--- src/rtl/sv_inside_set_engine.sv ---
// Sequential evaluator for SystemVerilog 'inside': a loaded table of values and ranges is
// scanned one entry per cycle against a query, reporting match and first-hit index.
module sv_inside_set_engine #(
    parameter  int W     = 8,
    parameter  int DEPTH = 8,
    localparam int WW    = $clog2(W + 1),
    localparam int IW    = $clog2(DEPTH),
    localparam int CW    = $clog2(DEPTH + 1)
) (
    input  logic          clk,
    input  logic          rst_n,
    input  logic          clr,
    input  logic          ld_valid,
    output logic          ld_ready,
    input  logic          ld_range,
    input  logic [W-1:0]  ld_lo,
    input  logic [WW-1:0] ld_lo_w,
    input  logic          ld_lo_s,
    input  logic [W-1:0]  ld_hi,
    input  logic [WW-1:0] ld_hi_w,
    input  logic          ld_hi_s,
    input  logic          ld_last,
    input  logic          q_valid,
    output logic          q_ready,
    input  logic [W-1:0]  q_val,
    input  logic [WW-1:0] q_w,
    input  logic          q_s,
    output logic          res_valid,
    input  logic          res_ready,
    output logic          res_match,
    output logic [IW-1:0] res_idx,
    output logic          ovf
);

    typedef enum logic [2:0] {S_EMPTY, S_LOAD, S_LOADED, S_SCAN, S_RESP} state_t;

    state_t state, state_n;

    logic [CW-1:0] count;
    logic [IW-1:0] i;
    logic          hit;
    logic [IW-1:0] idx;

    logic          tbl_range [DEPTH];
    logic [W-1:0]  tbl_lo    [DEPTH];
    logic [WW-1:0] tbl_lo_w  [DEPTH];
    logic          tbl_lo_s  [DEPTH];
    logic [W-1:0]  tbl_hi    [DEPTH];
    logic [WW-1:0] tbl_hi_w  [DEPTH];
    logic          tbl_hi_s  [DEPTH];

    logic [W-1:0]  qv;
    logic [WW-1:0] qw;
    logic          qs;

    logic ld_fire, q_fire, ovf_set, last_entry, cur_match;

    function automatic int eff_w(input logic [WW-1:0] w);
        if (w == '0)
            return 1;
        else if (int'(w) > W)
            return W;
        else
            return int'(w);
    endfunction

    // Extending straight to W+1 bits gives the same ordering as extending to the
    // pairwise context width, so every compare can share one signed comparator width.
    function automatic logic signed [W:0] ext(input logic [W-1:0] v, input logic [WW-1:0] w,
                                             input logic sgn);
        int              ew;
        logic            msb;
        logic signed [W:0] r;
        ew  = eff_w(w);
        msb = 1'b0;
        r   = '0;
        for (int k = 0; k < W; k++)
            if (k == ew - 1) msb = v[k];
        for (int k = 0; k < W; k++)
            r[k] = (k < ew) ? v[k] : (sgn & msb);
        r[W] = sgn & msb;
        return r;
    endfunction

    function automatic logic cmp_le(input logic [W-1:0] a, input logic [WW-1:0] wa, input logic sa,
                                    input logic [W-1:0] b, input logic [WW-1:0] wb, input logic sb);
        logic ctx_s;
        ctx_s = sa & sb;
        return ext(a, wa, ctx_s) <= ext(b, wb, ctx_s);
    endfunction

    function automatic logic cmp_eq(input logic [W-1:0] a, input logic [WW-1:0] wa, input logic sa,
                                    input logic [W-1:0] b, input logic [WW-1:0] wb, input logic sb);
        logic ctx_s;
        ctx_s = sa & sb;
        return ext(a, wa, ctx_s) == ext(b, wb, ctx_s);
    endfunction

    always_comb begin
        cur_match = 1'b0;
        if (tbl_range[i])
            cur_match = cmp_le(tbl_lo[i], tbl_lo_w[i], tbl_lo_s[i], qv, qw, qs) &
                        cmp_le(qv, qw, qs, tbl_hi[i], tbl_hi_w[i], tbl_hi_s[i]);
        else
            cur_match = cmp_eq(qv, qw, qs, tbl_lo[i], tbl_lo_w[i], tbl_lo_s[i]);
    end

    assign last_entry = (CW'(i) == count - CW'(1));
    assign ld_fire    = ld_valid & ld_ready & ~clr;
    assign q_fire     = q_valid & q_ready & ~clr;
    assign ovf_set    = (state == S_LOAD) & ld_valid & ~ld_ready & ~clr;
    assign res_match  = hit;
    assign res_idx    = idx;

    always_ff @(posedge clk or negedge rst_n) begin
        if (!rst_n)
            state <= S_EMPTY;
        else
            state <= state_n;
    end

    always_comb begin
        state_n   = state;
        ld_ready  = 1'b0;
        q_ready   = 1'b0;
        res_valid = 1'b0;
        case (state)
            S_EMPTY: begin
                ld_ready = 1'b1;
                if (ld_valid) state_n = ld_last ? S_LOADED : S_LOAD;
            end
            S_LOAD: begin
                ld_ready = (count < CW'(DEPTH));
                // A member offered to a full table is dropped and closes the set.
                if (ld_valid && (ld_last || !ld_ready)) state_n = S_LOADED;
            end
            S_LOADED: begin
                q_ready = 1'b1;
                if (q_valid) state_n = S_SCAN;
            end
            S_SCAN: begin
                if (last_entry) state_n = S_RESP;
            end
            S_RESP: begin
                res_valid = 1'b1;
                if (res_ready) state_n = S_LOADED;
            end
            default: state_n = S_EMPTY;
        endcase
        if (clr) state_n = S_EMPTY;
    end

    always_ff @(posedge clk or negedge rst_n) begin
        if (!rst_n) begin
            count <= '0;
            i     <= '0;
            hit   <= 1'b0;
            idx   <= '0;
            ovf   <= 1'b0;
        end else if (clr) begin
            count <= '0;
            i     <= '0;
            hit   <= 1'b0;
            idx   <= '0;
            ovf   <= 1'b0;
        end else begin
            if (ld_fire) count <= count + CW'(1);
            if (ovf_set) ovf <= 1'b1;
            if (q_fire) begin
                i   <= '0;
                hit <= 1'b0;
                idx <= '0;
            end else if (state == S_SCAN) begin
                // Keep stepping after the first hit so latency depends only on count.
                if (cur_match && !hit) begin
                    hit <= 1'b1;
                    idx <= i;
                end
                i <= i + IW'(1);
            end
        end
    end

    always_ff @(posedge clk) begin
        if (ld_fire) begin
            tbl_range[count[IW-1:0]] <= ld_range;
            tbl_lo[count[IW-1:0]]    <= ld_lo;
            tbl_lo_w[count[IW-1:0]]  <= ld_lo_w;
            tbl_lo_s[count[IW-1:0]]  <= ld_lo_s;
            tbl_hi[count[IW-1:0]]    <= ld_hi;
            tbl_hi_w[count[IW-1:0]]  <= ld_hi_w;
            tbl_hi_s[count[IW-1:0]]  <= ld_hi_s;
        end
        if (q_fire) begin
            qv <= q_val;
            qw <= q_w;
            qs <= q_s;
        end
    end

endmodule

--- config.mk ---
export PLATFORM = sky130hd
export DESIGN_NAME = sv_inside_set_engine
export DESIGN_NICKNAME = d
export VERILOG_FILES = /design/src/rtl/sv_inside_set_engine.sv
export SDC_FILE = /design/constraint.sdc
export NUM_CORES = 1
export LEC_CHECK = 0
export CAP_MARGIN = 20
export CORE_ASPECT_RATIO = 0.6
export CORE_MARGIN = 2
export CORE_UTILIZATION = 54
export DETAILED_ROUTE_END_ITERATION = 16
export PLACE_DENSITY = 0.78
export SLEW_MARGIN = 20
export SYNTH_ARGS = -nofsm -noshare
export SYNTH_HDL_FRONTEND = slang
export SYNTH_SLANG_ARGS = --single-unit
--- constraint.sdc ---
create_clock -name clk -period 4.2 [get_ports clk]
set_input_delay 0.84 -clock clk [delete_from_list [all_inputs] [get_ports clk]]
set_output_delay 0.84 -clock clk [all_outputs]
set_load 0.01 [all_outputs]
==> impl_metrics.xml <==
<?xml version="1.0" encoding="UTF-8"?>
<metrics>
  <group name="route">
    <metric name="remaining_drc_errors" unit="">0</metric>
    <metric name="routed_wire_length_per_instance" unit="microns">24.2</metric>
    <metric name="vias" unit="">6351</metric>
    <metric name="detail-route-antenna-nets" unit="">0</metric>
    <metric name="drtPass1Iterations" unit="">5</metric>
    <metric name="finalWirelength" unit="mm">24.8</metric>
    <metric name="route.detailed.vias_per_inst" unit="">6.18</metric>
    <metric name="drt-initial-drc-count" unit="">541</metric>
  </group>
  <group name="timing">
    <metric name="min_period_over_period" unit="%">96.7</metric>
    <metric name="fmax" unit="MHz">246</metric>
    <metric name="max_slew.worst_pin.slew" unit="ns">1.04</metric>
    <metric name="min_period" unit="ns">4.06</metric>
    <metric name="hold_viol" unit="">0</metric>
    <metric name="finalMaxSlewViolations" unit="">0</metric>
    <metric name="finClkSkew" unit="ns">0.0158</metric>
    <metric name="headroom_to_the_max_slew_limit" unit="%">30.4</metric>
    <metric name="setup-violations-final" unit="">0</metric>
  </group>
  <group name="synth">
    <metric name="ys_dominant_reg_cell" unit="">sky130_fd_sc_hd__edfxtp_1</metric>
    <metric name="synth_top_area_cells" unit="">sky130_fd_sc_hd__edfxtp_1, sky130_fd_sc_hd__mux4_2, sky130_fd_sc_hd__mux2i_1</metric>
    <metric name="synthDominantCellAreaShare" unit="%">62.8</metric>
    <metric name="syn_area_per_cell" unit="sq um">16.6</metric>
    <metric name="ff_latch_count_synth" unit="">244</metric>
    <metric name="ys_seq_area_share" unit="%">66.3</metric>
    <metric name="synth_top_cell_by_area" unit="">sky130_fd_sc_hd__edfxtp_1</metric>
    <metric name="ys_async_sr_fraction" unit="%">6.15</metric>
    <metric name="syn_nets" unit="">729</metric>
    <metric name="netlist_instances" unit="">658</metric>
    <metric name="synth-edff-count" unit="">229</metric>
    <metric name="syn_area" unit="sq um">10900</metric>
    <metric name="yosysWarnings" unit="">0</metric>
    <metric name="ys_types" unit="">63</metric>
  </group>
  <group name="power">
    <metric name="cellPowerDensity" unit="nW/um^2">423</metric>
    <metric name="power.static_leakage" unit="nW">4.29</metric>
    <metric name="irDropWorstVdd" unit="mV">0.392</metric>
  </group>
  <group name="critical_path">
    <metric name="timing.critical_path.slowest_cell_delay" unit="ns">0.56</metric>
    <metric name="critical-path-slowest-cell" unit="">sky130_fd_sc_hd__dfrtp_4</metric>
    <metric name="timing_worst_setup_path_type" unit="">flip-flop to flip-flop</metric>
    <metric name="required_time_of_the_critical_path" unit="ns">4.64</metric>
    <metric name="timing.critical_path.buf_inv" unit="">2</metric>
    <metric name="critical_path_arrival" unit="ns">4.50</metric>
    <metric name="critPathTopFamily" unit="">multiplexers</metric>
    <metric name="cp-end-kind" unit="">flip-flop</metric>
    <metric name="critPathMaxFanout" unit="">19</metric>
    <metric name="critical_path.cell_chain" unit="">buf_4, clkbuf_16, mux4_2, mux2_2, nand4b_1, a31oi_1, o211a_2, mux2i_1, ha_1, nor2b_1, o21a_1, o21ai_0, a31oi_1, a221oi_4, mux2i_1</metric>
    <metric name="timing.critical_path.from_type" unit="">flip-flop</metric>
  </group>
  <group name="clock_network">
    <metric name="clock_latency" unit="ns">0.53</metric>
    <metric name="cts_buffers" unit="">23</metric>
    <metric name="clk_root_buffer_cell" unit="">sky130_fd_sc_hd__clkbuf_16</metric>
    <metric name="level_count_of_the_clock_h_tree" unit="">1</metric>
    <metric name="tritoncts" unit="">built</metric>
    <metric name="hold_buffers" unit="">0</metric>
    <metric name="clock_pin_slew_worst_setup_and_hold_paths" unit="ns">0.07</metric>
    <metric name="clock_path_buffers" unit="">3</metric>
    <metric name="tritoncts_num_sinks" unit="">244</metric>
  </group>
  <group name="hold_path">
    <metric name="worstHoldPathType" unit="">flip-flop to flip-flop</metric>
  </group>
  <group name="outcome">
    <metric name="run_status" unit="">finished, final reports clean</metric>
  </group>
  <group name="grt">
    <metric name="gr-usage-all-layers" unit="%">23.3</metric>
    <metric name="grt_start_max_net_pins" unit="">48</metric>
    <metric name="number_of_global_route_vias_before_repair" unit="">6299</metric>
    <metric name="grt_antenna_before_repair" unit="">0</metric>
    <metric name="grt_pass1_wl" unit="mm">37.4</metric>
    <metric name="overflow_left_after_global_routing" unit="">0</metric>
  </group>
  <group name="finish">
    <metric name="final_design_area_excluding_fillers" unit="sq um">12900</metric>
    <metric name="final_instance_count_excl_fillers" unit="">1028</metric>
    <metric name="n_antenna_cell" unit="">0</metric>
    <metric name="final_layout_size_suffix_gt1_share" unit="%">21.5</metric>
    <metric name="nets" unit="">812</metric>
    <metric name="area_growth_syn_to_layout" unit="%">17.8</metric>
  </group>
  <group name="floorplan">
    <metric name="floorplan.die.height" unit="microns">114</metric>
    <metric name="area_of_the_core" unit="sq um">19900</metric>
    <metric name="floorplan.initialDensity" unit="%">54.9</metric>
    <metric name="floorplan.die.width" unit="microns">188</metric>
    <metric name="top_level_ports" unit="">55</metric>
    <metric name="dieArea" unit="sq um">21500</metric>
    <metric name="floorplan.rows" unit="">40</metric>
  </group>
  <group name="place">
    <metric name="placed_cells_incl_taps" unit="">976</metric>
    <metric name="finalWeightedCongestion" unit="">0.947</metric>
    <metric name="port_buffers" unit="">54</metric>
    <metric name="hpwl" unit="mm">15.6</metric>
    <metric name="dpl-instance-area" unit="sq um">12000</metric>
  </group>
  <group name="flow_run">
    <metric name="drv_cap" unit="">0</metric>
  </group>
</metrics>
==> report_power, final <==
part           internal [W]  switching, W  total, W
combinational      0.000338      0.000382  0.000719
clock               0.00108      0.000881   0.00196
sequential          0.00273     0.0000457   0.00277
total               0.00414       0.00131   0.00545
==> final timing paths <==
kind                        from         end  slack (ns)  cells past startpoint
max                         i[0]  res_idx[2]        0.14                     15
min                          ovf         ovf        0.53                      2
max reg2reg                 i[0]  res_idx[2]        0.14                     15
min reg2reg                  ovf         ovf        0.53                      2
max in group asynchronous  rst_n        i[0]        2.91                      1
min in group asynchronous  rst_n        i[1]        0.75                      1
==> placed cells by master (no fill, tap or decap), types with 3 or more instances in the layout <==
cell | Yosys | final
sky130_fd_sc_hd__a211oi_1 | 5 | 4
sky130_fd_sc_hd__o21ai_0 | 16 | 15
sky130_fd_sc_hd__and3_1 | 3 | 3
sky130_fd_sc_hd__a31oi_1 | 7 | 6
sky130_fd_sc_hd__buf_12 | 1 | 11
sky130_fd_sc_hd__nand2_1 | 37 | 37
sky130_fd_sc_hd__dfrtp_1 | 15 | 13
sky130_fd_sc_hd__nor2b_1 | 10 | 9
sky130_fd_sc_hd__nor2_2 | 0 | 6
sky130_fd_sc_hd__nor3b_1 | 5 | 4
sky130_fd_sc_hd__a2111oi_0 | 3 | 3
sky130_fd_sc_hd__nand4_1 | 5 | 5
sky130_fd_sc_hd__edfxtp_1 | 229 | 229
sky130_fd_sc_hd__inv_1 | 16 | 16
sky130_fd_sc_hd__nand3b_1 | 4 | 4
sky130_fd_sc_hd__a21oi_1 | 19 | 19
sky130_fd_sc_hd__ha_1 | 24 | 24
sky130_fd_sc_hd__nor2_1 | 35 | 29
sky130_fd_sc_hd__clkbuf_16 | 0 | 25
sky130_fd_sc_hd__clkdlybuf4s50_1 | 0 | 54
sky130_fd_sc_hd__mux2_2 | 19 | 19
sky130_fd_sc_hd__o211ai_1 | 4 | 4
sky130_fd_sc_hd__mux4_1 | 6 | 6
sky130_fd_sc_hd__mux2i_2 | 0 | 4
sky130_fd_sc_hd__o21a_1 | 4 | 4
sky130_fd_sc_hd__xor2_1 | 5 | 5
sky130_fd_sc_hd__nand2b_1 | 5 | 5
sky130_fd_sc_hd__buf_4 | 4 | 21
sky130_fd_sc_hd__nor3_1 | 11 | 9
sky130_fd_sc_hd__nand3_1 | 12 | 11
sky130_fd_sc_hd__xnor2_1 | 3 | 3
sky130_fd_sc_hd__mux4_2 | 43 | 43
sky130_fd_sc_hd__mux2i_4 | 1 | 4
sky130_fd_sc_hd__or3_1 | 4 | 4
sky130_fd_sc_hd__clkbuf_1 | 11 | 5
sky130_fd_sc_hd__clkinv_1 | 0 | 4
sky130_fd_sc_hd__mux2i_1 | 40 | 33
==> stage by stage <==
| step | power (W) | util [%] | hold WS (ns) | setup TNS (ns) | setup slack [ns] |
|---|---|---|---|---|---|
| after floorplan | 0.00325 | - | 0.534 | 0 | 0.173 |
| after global placement | 0.00346 | 60.0 | 0.491 | 0 | 0.329 |
| after detailed placement | 0.00348 | 60.0 | 0.515 | 0 | 0.172 |
| after CTS | 0.00542 | 63.5 | 0.532 | 0 | 0.114 |
| after global routing | 0.00565 | 64.7 | 0.559 | -0.113 | -0.0502 |
| final | 0.00545 | 64.7 | 0.526 | 0 | 0.139 |
==> synthesized netlist by cell type (all sizes together), types with 2 or more instances <==
cell / count
and2: 2
or3: 4
a22o: 2
a221oi: 2
mux2i: 41
o21a: 4
o211ai: 4
edfxtp: 229
o2111ai: 2
buf: 20
inv: 18
xor2: 5
nand2b: 5
clkbuf: 11
nand2: 37
o21ai: 18
mux4: 49
nor2b: 10
nor2: 35
mux2: 20
xnor2: 3
nand4b: 2
a211oi: 5
ha: 24
a41oi: 2
a22oi: 2
nand3b: 4
nor3b: 5
nand4: 5
and3: 3
dfrtp: 15
a21oi: 19
nor3: 11
nand3: 12
a2111oi: 3
o31ai: 4
nor4: 2
a31oi: 7
==> what timing repair did <==
| item | 4_1_cts | 5_1_grt |
|---|---|---|
| buffers inserted | 0 | 11 |
| resized for setup | 0 | 23 |
| endpoints found under the setup margin | 0 | 4 |
==> sequential cells by signal, indices dropped and copies added (netlist names), 3 cells and up <==
signal and count:
tbl_lo_s 8, tbl_range 8, i 3, state 3, res_idx 3, tbl_hi_s 8, tbl_lo_w 32, count 4
qv 8, tbl_lo 64, tbl_hi_w 32, qw 4, tbl_hi 64
==> routing by layer <==
metal	track usage [%]	share of wire, %	vias up
met1	35.3	45	3235
li1	-	-	2801
met2	35.1	45	277
met3	5.39	8.3	38
met5	0	0	-
met4	4.93	2.0	0
==> tightest hold or removal path, delay by kind of cell (launching register included) <==
family,cells,cell delay (ns)
AND/OR/NAND/NOR,1,0.07
flip-flops,1,0.36
AO/OA/AOI/OAI,1,0.05
==> cell type report <==
cell class              count  area, sq um
clock inverters            11         98.8
clock buffers              28          594
well taps                 273          342
inverters                  18         70.1
multi-input cells         365         3540
fillers                  1434         7020
repair buffers             89          996
flip-flops and latches    244         7260
==> logic make-up after synthesis <==
family	count (synthesis)	synth area share, %
multiplexers	110	16.2
AO/OA/AOI/OAI	82	5.34
AND/OR/NAND/NOR	141	6.39
adder cells (fa/ha/maj)	24	2.74
XOR/XNOR	8	0.640
buffers and inverters	49	2.39
flip-flops	244	66.3
Power figures use the tool's default switching activity.
